==> config.mk <==
export PLATFORM = sky130hd
export DESIGN_NAME = fixed_dot_accumulate
export DESIGN_NICKNAME = d
export VERILOG_FILES = /design/src/rtl/fixed_dot_pkg.sv /design/src/rtl/fixed_dot_product.sv /design/src/rtl/fixed_dot_accumulate.sv
export SDC_FILE = /design/constraint.sdc
export NUM_CORES = 2
export LEC_CHECK = 0
export CAP_MARGIN = 10
export CORE_ASPECT_RATIO = 0.9
export CORE_MARGIN = 3
export CORE_UTILIZATION = 55
export CTS_BUF_LIST = sky130_fd_sc_hd__clkbuf_4 sky130_fd_sc_hd__clkbuf_8
export DETAILED_ROUTE_END_ITERATION = 10
export PLACE_DENSITY_LB_ADDON = 0.05
export SYNTH_ARGS = -nofsm -noshare
export SYNTH_HDL_FRONTEND = slang
export SYNTH_SLANG_ARGS = --single-unit
export TNS_END_PERCENT = 30
==> constraint.sdc <==
create_clock -name clk -period 5.9 [get_ports clk]
set_input_delay 0.59 -clock clk [delete_from_list [all_inputs] [get_ports clk]]
set_output_delay 0.59 -clock clk [all_outputs]
set_load 0.1 [all_outputs]
==> src/rtl/fixed_dot_pkg.sv <==
// ----------------------------------------------------------------------------
// fixed_dot_pkg
// Shared helpers for the fixed-point dot-product datapath.
//   acc_width() : accumulator width that holds PARALLELISM*IN_DEPTH
//                 full-precision products without overflow.
//   narrow()    : arithmetic right shift (rounds toward -inf), then reduction
//                 to the output width.
// Build option: FIXED_DOT_ACC_SATURATE_EN
//   defined   -> narrow() clamps to the signed output range
//   undefined -> narrow() keeps the low output bits (two's-complement wrap)
// ----------------------------------------------------------------------------
package fixed_dot_pkg;

    // Working width for narrow(); callers sign-extend into it and cast the
    // result down to their output width.
    localparam int NARROW_W = 128;

    function automatic int acc_width(
        input int dw,
        input int ww,
        input int par,
        input int depth
    );
        return dw + ww + $clog2(par) + $clog2(depth) + 1;
    endfunction

    // Returns the narrowed value sign-extended to NARROW_W bits.
    function automatic logic signed [NARROW_W-1:0] narrow(
        input logic signed [NARROW_W-1:0] value,
        input int                         shift,
        input int                         ow
    );
        logic signed [NARROW_W-1:0] shifted;
        logic signed [NARROW_W-1:0] result;
`ifdef FIXED_DOT_ACC_SATURATE_EN
        logic signed [NARROW_W-1:0] max_v;
        logic signed [NARROW_W-1:0] min_v;
`endif
        shifted = value >>> shift;
`ifdef FIXED_DOT_ACC_SATURATE_EN
        max_v = (128'sd1 <<< (ow - 1)) - 128'sd1;
        min_v = -(128'sd1 <<< (ow - 1));
        if (shifted > max_v) begin
            result = max_v;
        end else if (shifted < min_v) begin
            result = min_v;
        end else begin
            result = shifted;
        end
`else
        // Keep the low ow bits and re-sign-extend from bit ow-1.
        result = (shifted <<< (NARROW_W - ow)) >>> (NARROW_W - ow);
`endif
        return result;
    endfunction

endpackage

==> src/rtl/fixed_dot_product.sv <==
// ----------------------------------------------------------------------------
// fixed_dot_product
// Purely combinational signed dot product of one beat: PAR full-precision
// multipliers followed by a binary adder tree.
// Ports:
//   data_in [PAR] : IN_W-bit signed lanes
//   weight  [PAR] : WT_W-bit signed lanes
//   sum           : SUM_W-bit signed sum of the lane products
//                   (SUM_W must exceed IN_W+WT_W)
// ----------------------------------------------------------------------------
module fixed_dot_product
    import fixed_dot_pkg::*;
#(
    parameter int IN_W  = 16,
    parameter int WT_W  = 16,
    parameter int PAR   = 4,
    parameter int SUM_W = 35
) (
    input  logic [IN_W-1:0]         data_in [PAR],
    input  logic [WT_W-1:0]         weight  [PAR],
    output logic signed [SUM_W-1:0] sum
);

    localparam int PROD_W = IN_W + WT_W;
    localparam int LEVELS = (PAR > 1) ? $clog2(PAR) : 0;
    localparam int LEAVES = 1 << LEVELS;

    // Lane multiplies feed the leaves (unused leaves are zero); node k sums
    // children 2k and 2k+1, so node 1 is the root.
    always_comb begin
        logic signed [PROD_W-1:0] a_ext;
        logic signed [PROD_W-1:0] w_ext;
        logic signed [PROD_W-1:0] prod;
        logic signed [SUM_W-1:0]  node [2*LEAVES];
        a_ext = {PROD_W{1'b0}};
        w_ext = {PROD_W{1'b0}};
        prod  = {PROD_W{1'b0}};
        for (int n = 0; n < 2 * LEAVES; n++) begin
            node[n] = {SUM_W{1'b0}};
        end
        for (int i = 0; i < LEAVES; i++) begin
            if (i < PAR) begin
                a_ext = {{WT_W{data_in[i][IN_W-1]}}, data_in[i]};
                w_ext = {{IN_W{weight[i][WT_W-1]}}, weight[i]};
                prod  = a_ext * w_ext;
                node[LEAVES + i] = {{(SUM_W - PROD_W){prod[PROD_W-1]}}, prod};
            end else begin
                node[LEAVES + i] = {SUM_W{1'b0}};
            end
        end
        for (int k = LEAVES - 1; k >= 1; k--) begin
            node[k] = node[2 * k] + node[2 * k + 1];
        end
        sum = node[1];
    end

endmodule

==> src/rtl/fixed_dot_accumulate.sv <==
// ----------------------------------------------------------------------------
// fixed_dot_accumulate
// Streaming dot-product accumulator: joins an activation stream with a weight
// stream, sums PARALLELISM products per beat over IN_DEPTH beats, and emits
// one rescaled element per IN_DEPTH beats.
// Ports:
//   clk, rst (async, active-low)
//   data_in[PARALLELISM], data_in_valid, data_in_ready : activation beat
//   weight[PARALLELISM],  weight_valid,  weight_ready  : weight beat
//   data_out, data_out_valid, data_out_ready           : registered result
// Build option: FIXED_DOT_ACC_SATURATE_EN selects saturating narrowing
// (default build wraps). Latency is the same in both builds.
// ----------------------------------------------------------------------------
module fixed_dot_accumulate
    import fixed_dot_pkg::*;
#(
    parameter int DATA_IN_PRECISION_0  = 16,
    parameter int DATA_IN_PRECISION_1  = 3,
    parameter int WEIGHT_PRECISION_0   = 16,
    parameter int WEIGHT_PRECISION_1   = 3,
    parameter int DATA_OUT_PRECISION_0 = 16,
    parameter int DATA_OUT_PRECISION_1 = 3,
    parameter int PARALLELISM          = 4,
    parameter int IN_DEPTH             = 8
) (
    input  logic                            clk,
    input  logic                            rst,
    input  logic [DATA_IN_PRECISION_0-1:0]  data_in [PARALLELISM],
    input  logic                            data_in_valid,
    output logic                            data_in_ready,
    input  logic [WEIGHT_PRECISION_0-1:0]   weight  [PARALLELISM],
    input  logic                            weight_valid,
    output logic                            weight_ready,
    output logic [DATA_OUT_PRECISION_0-1:0] data_out,
    output logic                            data_out_valid,
    input  logic                            data_out_ready
);

    localparam int ACC_W = acc_width(DATA_IN_PRECISION_0, WEIGHT_PRECISION_0,
                                     PARALLELISM, IN_DEPTH);
    localparam int SHIFT = DATA_IN_PRECISION_1 + WEIGHT_PRECISION_1
                           - DATA_OUT_PRECISION_1;
    localparam int CNT_W = (IN_DEPTH > 1) ? $clog2(IN_DEPTH) : 1;
    localparam logic [CNT_W-1:0] LAST_CNT = CNT_W'(IN_DEPTH - 1);

    logic                            can_accept_s;
    logic                            fire_s;
    logic                            final_fire_s;
    logic signed [ACC_W-1:0]         beat_sum_s;
    logic signed [ACC_W-1:0]         acc_total_s;
    logic [DATA_OUT_PRECISION_0-1:0] narrowed_s;
    logic signed [ACC_W-1:0]         acc_r;
    logic [CNT_W-1:0]                cnt_r;

    // Join: both streams advance together, and only when the output register
    // is free or being emptied this cycle.
    always_comb begin
        can_accept_s  = !data_out_valid || data_out_ready;
        data_in_ready = weight_valid && can_accept_s;
        weight_ready  = data_in_valid && can_accept_s;
        fire_s        = data_in_valid && weight_valid && can_accept_s;
        final_fire_s  = fire_s && (cnt_r == LAST_CNT);
    end

    fixed_dot_product #(
        .IN_W  (DATA_IN_PRECISION_0),
        .WT_W  (WEIGHT_PRECISION_0),
        .PAR   (PARALLELISM),
        .SUM_W (ACC_W)
    ) u_dot (
        .data_in (data_in),
        .weight  (weight),
        .sum     (beat_sum_s)
    );

    // Running total including the current beat, and its rescaled form that
    // the output register captures on the final beat.
    always_comb begin
        acc_total_s = acc_r + beat_sum_s;
        narrowed_s  = DATA_OUT_PRECISION_0'(narrow(
                          {{(NARROW_W - ACC_W){acc_total_s[ACC_W-1]}}, acc_total_s},
                          SHIFT, DATA_OUT_PRECISION_0));
    end

    // Accumulator, beat counter and output register; everything holds unless
    // a fire occurs, and the output valid drops once taken without a refill.
    always_ff @(posedge clk or negedge rst) begin
        if (!rst) begin
            acc_r          <= {ACC_W{1'b0}};
            cnt_r          <= {CNT_W{1'b0}};
            data_out       <= {DATA_OUT_PRECISION_0{1'b0}};
            data_out_valid <= 1'b0;
        end else begin
            if (final_fire_s) begin
                acc_r    <= {ACC_W{1'b0}};
                cnt_r    <= {CNT_W{1'b0}};
                data_out <= narrowed_s;
            end else if (fire_s) begin
                acc_r <= acc_total_s;
                cnt_r <= cnt_r + CNT_W'(1'b1);
            end else begin
                acc_r <= acc_r;
                cnt_r <= cnt_r;
            end

            if (final_fire_s) begin
                data_out_valid <= 1'b1;
            end else if (data_out_ready) begin
                data_out_valid <= 1'b0;
            end else begin
                data_out_valid <= data_out_valid;
            end
        end
    end

endmodule

# Word-level counts from Yosys, hierarchy flattened
# Cells that the tools add are included.
word_totals:
  elab_cells: 29
  reg_bits: 58
  out_inout_bits: 19
classes:
  mul: 4
  n_reduce_logical: 9
  n_addsub: 5
  muxes: 6
  eq_ne: 1
ops:
  columns: ["operator", "n"]
  rows:
  - ["multiplier 16 x 16 -> 32 bit", 4]
  - ["adder 38 bit", 2]
  - ["two-way mux 38 bit", 2]
  - ["adder 32 x 32 -> 33 bit", 2]
  - ["two-way mux 3 bit", 2]
  - ["logical AND 1 bit", 5]
  - ["nonzero test 2 bit", 2]
  - ["adder 3 x 1 -> 3 bit, second input constant", 1]
  - ["== test 3 bit, second input constant", 1]
  - ["two-way mux 1 bit", 2]
  - ["zero test 1 bit", 1]
  - ["logical OR 1 bit", 1]

# Longest topological paths before layout
logic_depth:
  depth_word: 6
  ltp_mapped: 39

# By module
# Synthesis repeated with hierarchy kept, for this count alone.
hier_totals:
  cells_unflattened: 4421
  hier_area_um2: 42769.8
by_module_without_submodules:
  columns: ["module", "seq_area_each_um2", "n_inst", "area_per_inst_um2", "cells_each"]
  rows:
  - ["fixed_dot_product", 0.0, 1, 40452.5, 4184]
  - ["fixed_dot_accumulate", 975.9, 1, 2317.2, 237]

# Worst setup path after synthesis
# Ideal clock, no wire load.
synth_path:
  kind: "input -> register"
  startpoint: "in data_in[52] (netlist name)"
  endpoint: "reg data_out[15]"
  arrival_ps: 8594
  path_buffers: 1
  setup_slack_ps: -2820
  t_required_ps: 5774
  setup_ps: 126
  path_stages: 37
  path_cell_list: "clkbuf_1 > and2_1 > fa_1 > inv_1 > fa_1 > fa_1 > inv_1 > ha_1 > inv_1 > fa_1 > inv_1 > fa_1 > inv_1 > fa_1 > inv_1 > ha_1 > ha_1 > o21ai_0 > a21boi_0 > o21ai_0 > nand2b_1 > a21o_1 > a21o_1 > a31oi_1 > a21oi_1 > o311ai_0 > fa_1 > xor2_1 > xnor2_1 > xnor2_1 > xnor2_1 > xnor2_1 > xnor3_1 > xnor2_1 > xnor2_1 > xnor2_1 > mux2_2"
synth_between:
  elab_chain_len: 4
synth_rtl:
  columns: ["element", "line", "source"]
  rows:
  - ["start: declaration", "fixed_dot_accumulate.sv:28", "input logic [DATA_IN_PRECISION_0-1:0] data_in [PARALLELISM],"]
  - ["multiplier 16 x 16 -> 32 bit", "fixed_dot_product.sv:45", "prod = a_ext * w_ext;"]
  - ["adder 32 x 32 -> 33 bit", "fixed_dot_product.sv:52", "node[k] = node[2 * k] + node[2 * k + 1];"]
  - ["adder 38 bit", "fixed_dot_product.sv:52", null]
  - ["adder 38 bit", "fixed_dot_accumulate.sv:79", "acc_total_s = acc_r + beat_sum_s;"]
  - ["end signal: assignment", "fixed_dot_accumulate.sv:91", "data_out <= {DATA_OUT_PRECISION_0{1'b0}};"]
  - ["end signal: assignment", "fixed_dot_accumulate.sv:97", "data_out <= narrowed_s;"]
  - ["end: declaration", "fixed_dot_accumulate.sv:34", "output logic [DATA_OUT_PRECISION_0-1:0] data_out,"]
# No other way between the ends.
# A chain may end at the register's enable or synchronous reset.

# Worst setup path in the final report
layout_path:
  startpoint: "in weight[1] (netlist name)"
  endpoint: "reg data_out[15]"
layout_between:
  elab_chain_len: 4
layout_rtl:
  columns: ["element", "line", "source"]
  rows:
  - ["start: declaration", "fixed_dot_accumulate.sv:31", "input logic [WEIGHT_PRECISION_0-1:0] weight [PARALLELISM],"]
  - ["multiplier 16 x 16 -> 32 bit", "fixed_dot_product.sv:45", null]
  - ["adder 32 x 32 -> 33 bit", "fixed_dot_product.sv:52", null]
  - ["adder 38 bit", "fixed_dot_product.sv:52", null]
  - ["adder 38 bit", "fixed_dot_accumulate.sv:79", null]
# No other way between the ends.

==> Implementation_results.wiki <==
{| class="wikitable"
! Metric !! Value
|-
| Asr flop ratio synth || 1.00
|-
| Setup Viol. Count Final || 30
|-
| Most crowded layer after global routing || met2
|-
| Most area-consuming cells after synthesis || sky130_fd_sc_hd__fa_1 45%, sky130_fd_sc_hd__ha_1 13%, sky130_fd_sc_hd__inv_1 11%
|-
| Count of flip-flops with a built-in enable after synthesis || 0
|-
| Fraction of the cycle the final worst path needs || 1.43
|-
| Area delta synth->final || 27.6%
|-
| Placement-stage cell area || 30,200 um^2
|-
| Width of the chip || roughly 230 um
|-
| Max stage delay cell, worst path || sky130_fd_sc_hd__fa_1
|-
| Outcome || finished with violations
|-
| Starting Density || 0.563
|-
| Via count of the first global-routing pass || roughly 21,000
|-
| Total area of sequential cells || a little under 1000 um^2
|-
| Congestion Overflow GR || 0
|-
| Net count after synthesis || between 3,000 and 4,000
|-
| Fillers || 3,489
|-
| Clock tree from TritonCTS || built
|-
| Routed Wire Length || 71,700 um
|-
| Critical path startpoint category || input port
|-
| Area of the multi-input gates || between 20,000 and 25,000 um^2
|-
| Data required time of the critical path || between 6000 and 7000 ps
|-
| Clock tree root driver cell || sky130_fd_sc_hd__clkbuf_8
|-
| Bufs on Longest Clock Path || 2
|-
| Max H-tree Level || 2
|-
| R2r startpoint || acc_r[2]
|-
| Capture instance of the worst register-to-register path || data_out[15]
|-
| Worst slack on hold paths || about 410 ps
|-
| GR Util met3 || 0.0609
|-
| Fraction of final layout cells with drive strength greater than 1 || 0.245
|-
| Maximum capacitance violations || 0
|-
| Met1 Usage GRT || 0.455
|-
| Critical path class || in -> reg
|-
| Total number of vias || just under 20,000
|-
| Number of instances in the synthesized netlist || between 2,000 and 3,000
|-
| Gpl congestion || ~0.95
|-
| Number of standard-cell rows in the floorplan || between 70 and 80
|-
| Most used DFF post-synth || sky130_fd_sc_hd__dfrtp_1
|-
| Dominant cell type by count on the critical path || sky130_fd_sc_hd__fa_1
|-
| Wire per inst || ~18 um
|-
| Period minus WS final || around 8500 ps
|-
| Core Footprint || roughly 45,000 um^2
|-
| Met2 track utilization from global routing || 0.458
|-
| Remaining number of nets flagged by the antenna check after routing || 0
|-
| Min-delay worst type || in -> async
|-
| Post-route setup slack || -2550 ps
|-
| Number of violations reported at the end of detailed-routing iteration 0 || around 1,100
|-
| Max_slew headroom || 0.345
|-
| First drt pass iteration count || 5
|-
| Initial antenna violation count || 0
|-
| Number of diodes || 0
|-
| Insertion delay to the later sink of the worst-skew pair || 300 ps
|-
| Worst path max stage delay || about 620 ps
|-
| Failing checks || negative setup slack
|-
| Clock-pin slew on the worst setup and hold paths || approximately 90 ps
|-
| Skew final || ~12 ps
|-
| Number of port buffers || roughly 150
|-
| Maximum fanout along the worst path || 6
|-
| Post-Layout Inst Area || approximately 32,000 um^2
|-
| Clock buffers created by TritonCTS || 5
|-
| Placed wire-length estimate || between 60,000 and 70,000 um
|-
| Number of library cell types mapped by synthesis || 50
|-
| Slew at the pin closest to its max-slew limit || between 900 and 1000 ps
|-
| Remaining DRCs || 0
|-
| Sequential cell area fraction in the yosys report || 0.0387
|-
| Cell type with the highest aggregate area in the netlist || sky130_fd_sc_hd__fa_1
|-
| Pre-CTS WS || -3490 ps
|-
| Timing-limited maximum frequency || ~120 MHz
|-
| Final core occ || 0.719
|-
| IO Pins || ~150
|-
| Nature of the critical path endpoint || register
|-
| Final hold violation count || 0
|-
| CP arrival || around 8700 ps
|-
| # clock sinks || 39
|-
| Area of the die || around 48,000 um^2
|-
| Reg2reg setup slack || 2350 ps
|-
| Number of cells on the worst reg-to-reg path || 14
|-
| All-Layer GR Usage || 0.300
|-
| Drt via density || 5.04
|-
| Setup repair after global routing missed its margin || yes
|-
| Global-route wire length before repair || 114,000 um
|-
| Cell area after synthesis || 25,200 um^2
|-
| Die extent in y || 209 um
|-
| Final Net Count || roughly 4,300
|-
| Largest net degree at the start of global routing || 40
|-
| Fin. max-slew vios || 0
|-
| Synthesized area per cell || 8.95 um^2
|-
| Top cell type's share of synthesized area || 0.450
|-
| Syn. warnings || 0
|-
| FF+latch count, synth || 39
|}
final cells by class:
type,count,area share
Clock buffer,5,0.00214
Clock inverter,3,0.00136
Inverter,768,0.0897
Multi-Input combinational cell,1922,0.694
Sequential cell,39,0.0303
Tap cell,600,0.0233
Timing Repair Buffer,604,0.159
cells by family after synthesis:
| kind of cell | count (synthesis) | share of synthesized area |
|---|---|---|
| buffers and inverters | 857 | 0.128 |
| XOR/XNOR | 165 | 0.0579 |
| multiplexers | 11 | 0.00491 |
| flip-flops | 39 | 0.0387 |
| AND/OR/NAND/NOR | 806 | 0.163 |
| AO/OA/AOI/OAI | 114 | 0.0290 |
| adder cells (fa/ha/maj) | 826 | 0.579 |
placed cells by master (no fill, tap or decap), types with 22 or more instances in the layout:
cell,netlist,final
sky130_fd_sc_hd__inv_1,768,709
sky130_fd_sc_hd__fa_1,567,531
sky130_fd_sc_hd__buf_4,0,380
sky130_fd_sc_hd__and2_1,389,350
sky130_fd_sc_hd__nand2_1,355,342
sky130_fd_sc_hd__ha_1,259,209
sky130_fd_sc_hd__xnor2_1,136,120
sky130_fd_sc_hd__buf_6,0,61
sky130_fd_sc_hd__inv_2,0,58
sky130_fd_sc_hd__clkbuf_2,1,42
sky130_fd_sc_hd__and2_4,0,39
sky130_fd_sc_hd__ha_4,0,39
sky130_fd_sc_hd__dfrtp_1,39,39
sky130_fd_sc_hd__fa_2,0,36
sky130_fd_sc_hd__dlygate4sd2_1,0,33
sky130_fd_sc_hd__xor2_1,28,23
sky130_fd_sc_hd__clkdlybuf4s50_1,0,22
worst max-delay path by stage:
stage	from	end	slack (ps)	cells past startpoint
4_1_cts	weight[50]	data_out[15]	-2630	40
3_3_place_gp	data_in[23]	data_out[15]	-3350	31
6_report	weight[1]	data_out[15]	-2550	30
2_1_floorplan	weight[50]	data_out[15]	-2230	37
3_5_place_dp	data_in[23]	data_out[15]	-3490	29
5_1_grt	weight[1]	data_out[15]	-2810	30
sequential cells by signal, summed over array words and instances, names as in the netlist:
register and cells:
data_out 16, acc_r 19, data_out_valid 1, cnt_r 3
through the flow:
| stage | TNS, ps | std cells |
|---|---|---|
| final | -47330 | 3941 |
| after CTS | -50380 | 3909 |
| after floorplan | -33660 | 2818 |
| after global routing | -53600 | 3941 |
| after global placement | -66620 | 3849 |
| after detailed placement | -69800 | 3849 |
synthesized netlist by cell type (16+ instances only):
cell / n
sky130_fd_sc_hd__xor2_1: 28
sky130_fd_sc_hd__nand2b_1: 16
sky130_fd_sc_hd__o21ai_0: 30
sky130_fd_sc_hd__ha_1: 259
sky130_fd_sc_hd__inv_1: 768
sky130_fd_sc_hd__fa_1: 567
sky130_fd_sc_hd__nand2_1: 355
sky130_fd_sc_hd__xnor2_1: 136
sky130_fd_sc_hd__and2_1: 389
sky130_fd_sc_hd__nor2_1: 19
sky130_fd_sc_hd__dfrtp_1: 39
sky130_fd_sc_hd__clkbuf_1: 79
sky130_fd_sc_hd__a21oi_1: 26
worst max-delay path: cells and delay by family:
| kind | cells | cell delay, ps |
|---|---|---|
| compound gates | 2 | 470 |
| fa+ha+maj | 10 | 4800 |
| mux | 1 | 280 |
| xor+xnor | 9 | 1550 |
| simple gates | 2 | 320 |
| buf+inv | 6 | 620 |
repair_timing:
| action | CTS | global route |
|---|---|---|
| endpoints found under the setup margin | 30 | 30 |
| gates cloned | 8 | 1 |
| resized for setup | 319 | 356 |
| pin swaps | 121 | 191 |
| setup buffers | 45 | 40 |
| hold buffers | 0 | 0 |
| endpoints found under the hold margin | 0 | 0 |
per-layer routing:
layer,vias to the layer above,wire [um]
li1,9127,-
met3,64,5980
met5,-,0
met1,10100,32600
met4,0,1000
met2,592,32100
Power is left out: the tool's default activity adds up to more than one toggle a clock period on the data nets, which glitch-free logic cannot reach.
==> RTL edit (same flow settings) <==
`WEIGHT_PRECISION_0`: 16 -> 15.
--- a/src/rtl/fixed_dot_accumulate.sv
+++ b/src/rtl/fixed_dot_accumulate.sv
@@ -16,7 +16,7 @@
 #(
     parameter int DATA_IN_PRECISION_0  = 16,
     parameter int DATA_IN_PRECISION_1  = 3,
-    parameter int WEIGHT_PRECISION_0   = 16,
+    parameter int WEIGHT_PRECISION_0   = 15,
     parameter int WEIGHT_PRECISION_1   = 3,
     parameter int DATA_OUT_PRECISION_0 = 16,
     parameter int DATA_OUT_PRECISION_1 = 3,
Interface: changed (resized weight); port bits go from 152 to 148. No check against the original RTL was run, so the function may have changed too.
==> RTL edit against the original RTL <==
The flow still finishes with violations (setup timing); worst setup slack improved by 0.083 ns; final area fell by 3.3%; sequential cell count stayed put; wire length up 0.43%; register-to-register slack gained 0.08 ns; synthesized area fell by 3.5%.
Power is left out: the tool's default activity adds up to more than one toggle a clock period on the data nets, which glitch-free logic cannot reach.
==> RTL edit: results (changes against the original RTL) <==
Post-Route WL 72000 µm (+0.43%); syn_nets 3631 (-3.9%); placed wire-length estimate 61200 µm (-0.86%); slew margin rel. 33.6% (-0.97 points); TNS Setup -44.70 ns (+2.63 ns); GR Util met2 48.5% (+2.7 points); post-synthesis sequential area ratio 4.01% (+0.14 points); gr usage total 31.9% (+1.9 points); status finished with violations; Netlist cell types 49 (-2.0%); final worst slack -2.47 ns (+0.0833 ns); drt first-iter violations 1245 (+16%); reg2reg end data_out[12]$_DFFE_PN0P_; Post-DP Area 29300 µm² (-3.2%); r2r worst-path depth 13 (-1); TritonCTS Buffers 5 (unchanged); global-route met1 utilization 47.5% (+2.0 points); Total Nets Final 4118 (-4.2%); Synth area leaders fa_1 (46%), ha_1 (13%), inv_1 (11%); slowest stage cell, crit path fa_2; start point of the critical path data_in[43]; commonest cells in the netlist inv_1 (683), fa_1 (559), nand2_1 (432); count of non-filler cells in the finished layout 3777 (-4.2%); CP arrival 8.54 ns (-0.11 ns); number of global-route vias before repair 21000 (-1.6%); M3 GR Usage 8.03% (+1.9 points); Setup-failing EPs final 29 (-3.3%); vias post-DR 19200 (-3.2%); layout cell share with drive strength beyond 1 25.3% (+0.77 points); failing checks setup timing; Reg2Reg Setup Slack 2.43 ns (+0.08 ns); Inst Count DP 3682 (-4.3%)
RTL edit: cell count changes in the layout (fill, tap and decap cells not counted), moves of 22 or more:
cell and delta:
and2_1 -105, xnor2_1 -29, clkbuf_2 -22, nand2_1 +68, fa_1 -22, inv_1 -69
buf_4 -39
RTL edit: timing repair:
item | CTS | global route
gates cloned | 16 | 2
setup endpoints to repair | 30 | 30
pin swaps | 151 | 174
setup buffers | 40 | 33
hold buffers | 0 | 0
gates resized for setup | 412 | 240
RTL edit: cell type report:
class	instances	area (µm²)
multi-input combinational	1879	21700
sequential	39	976
clock buffer	5	68.8
clock inverter	3	20.0
inverter	684	2570
tap	592	741
timing repair buffer	574	5010
antenna	1	2.50
fill	3351	12200
RTL edit: metrics by stage:
step	worst slack, ns	hold WS, ns
global route	-2.73	0.462
detailed placement	-3.36	0.469
global placement	-3.21	0.461
CTS	-2.54	0.432
floorplan	-2.15	0.294
finish	-2.47	0.403
RTL edit: layer usage:
layer / up-vias / part of all wire [%]
li1: 8761 / -
met1: 9742 / 45
met2: 651 / 44
met3: 84 / 9.7
met4: 2 / 1.8
met5: - / 0.017
RTL edit: how the worst max path moves through the flow:
stage	end	cells after the start
after detailed placement	data_out[15]$_DFFE_PN0P_	33
after global placement	data_out[15]$_DFFE_PN0P_	36
final	data_out[15]$_DFFE_PN0P_	30
after global routing	data_out[15]$_DFFE_PN0P_	31
after floorplan	data_out[15]$_DFFE_PN0P_	31
after CTS	data_out[15]$_DFFE_PN0P_	32
RTL edit: kinds of logic (layout without fill, tap and decap cells):
| logic type | after synthesis | in the layout | synth area share (%) |
|---|---|---|---|
| muxes | 9 | 9 | 0.417 |
| AOI/OAI and AO/OA | 119 | 119 | 3.22 |
| adders and majority gates | 806 | 806 | 58.7 |
| and+or+nand+nor | 803 | 803 | 15.9 |
| xor gates and xnor gates | 142 | 142 | 5.62 |
| other | 0 | 1 | 0 |
| DFF | 39 | 39 | 4.01 |
| buffers and inverters | 778 | 1266 | 12.1 |
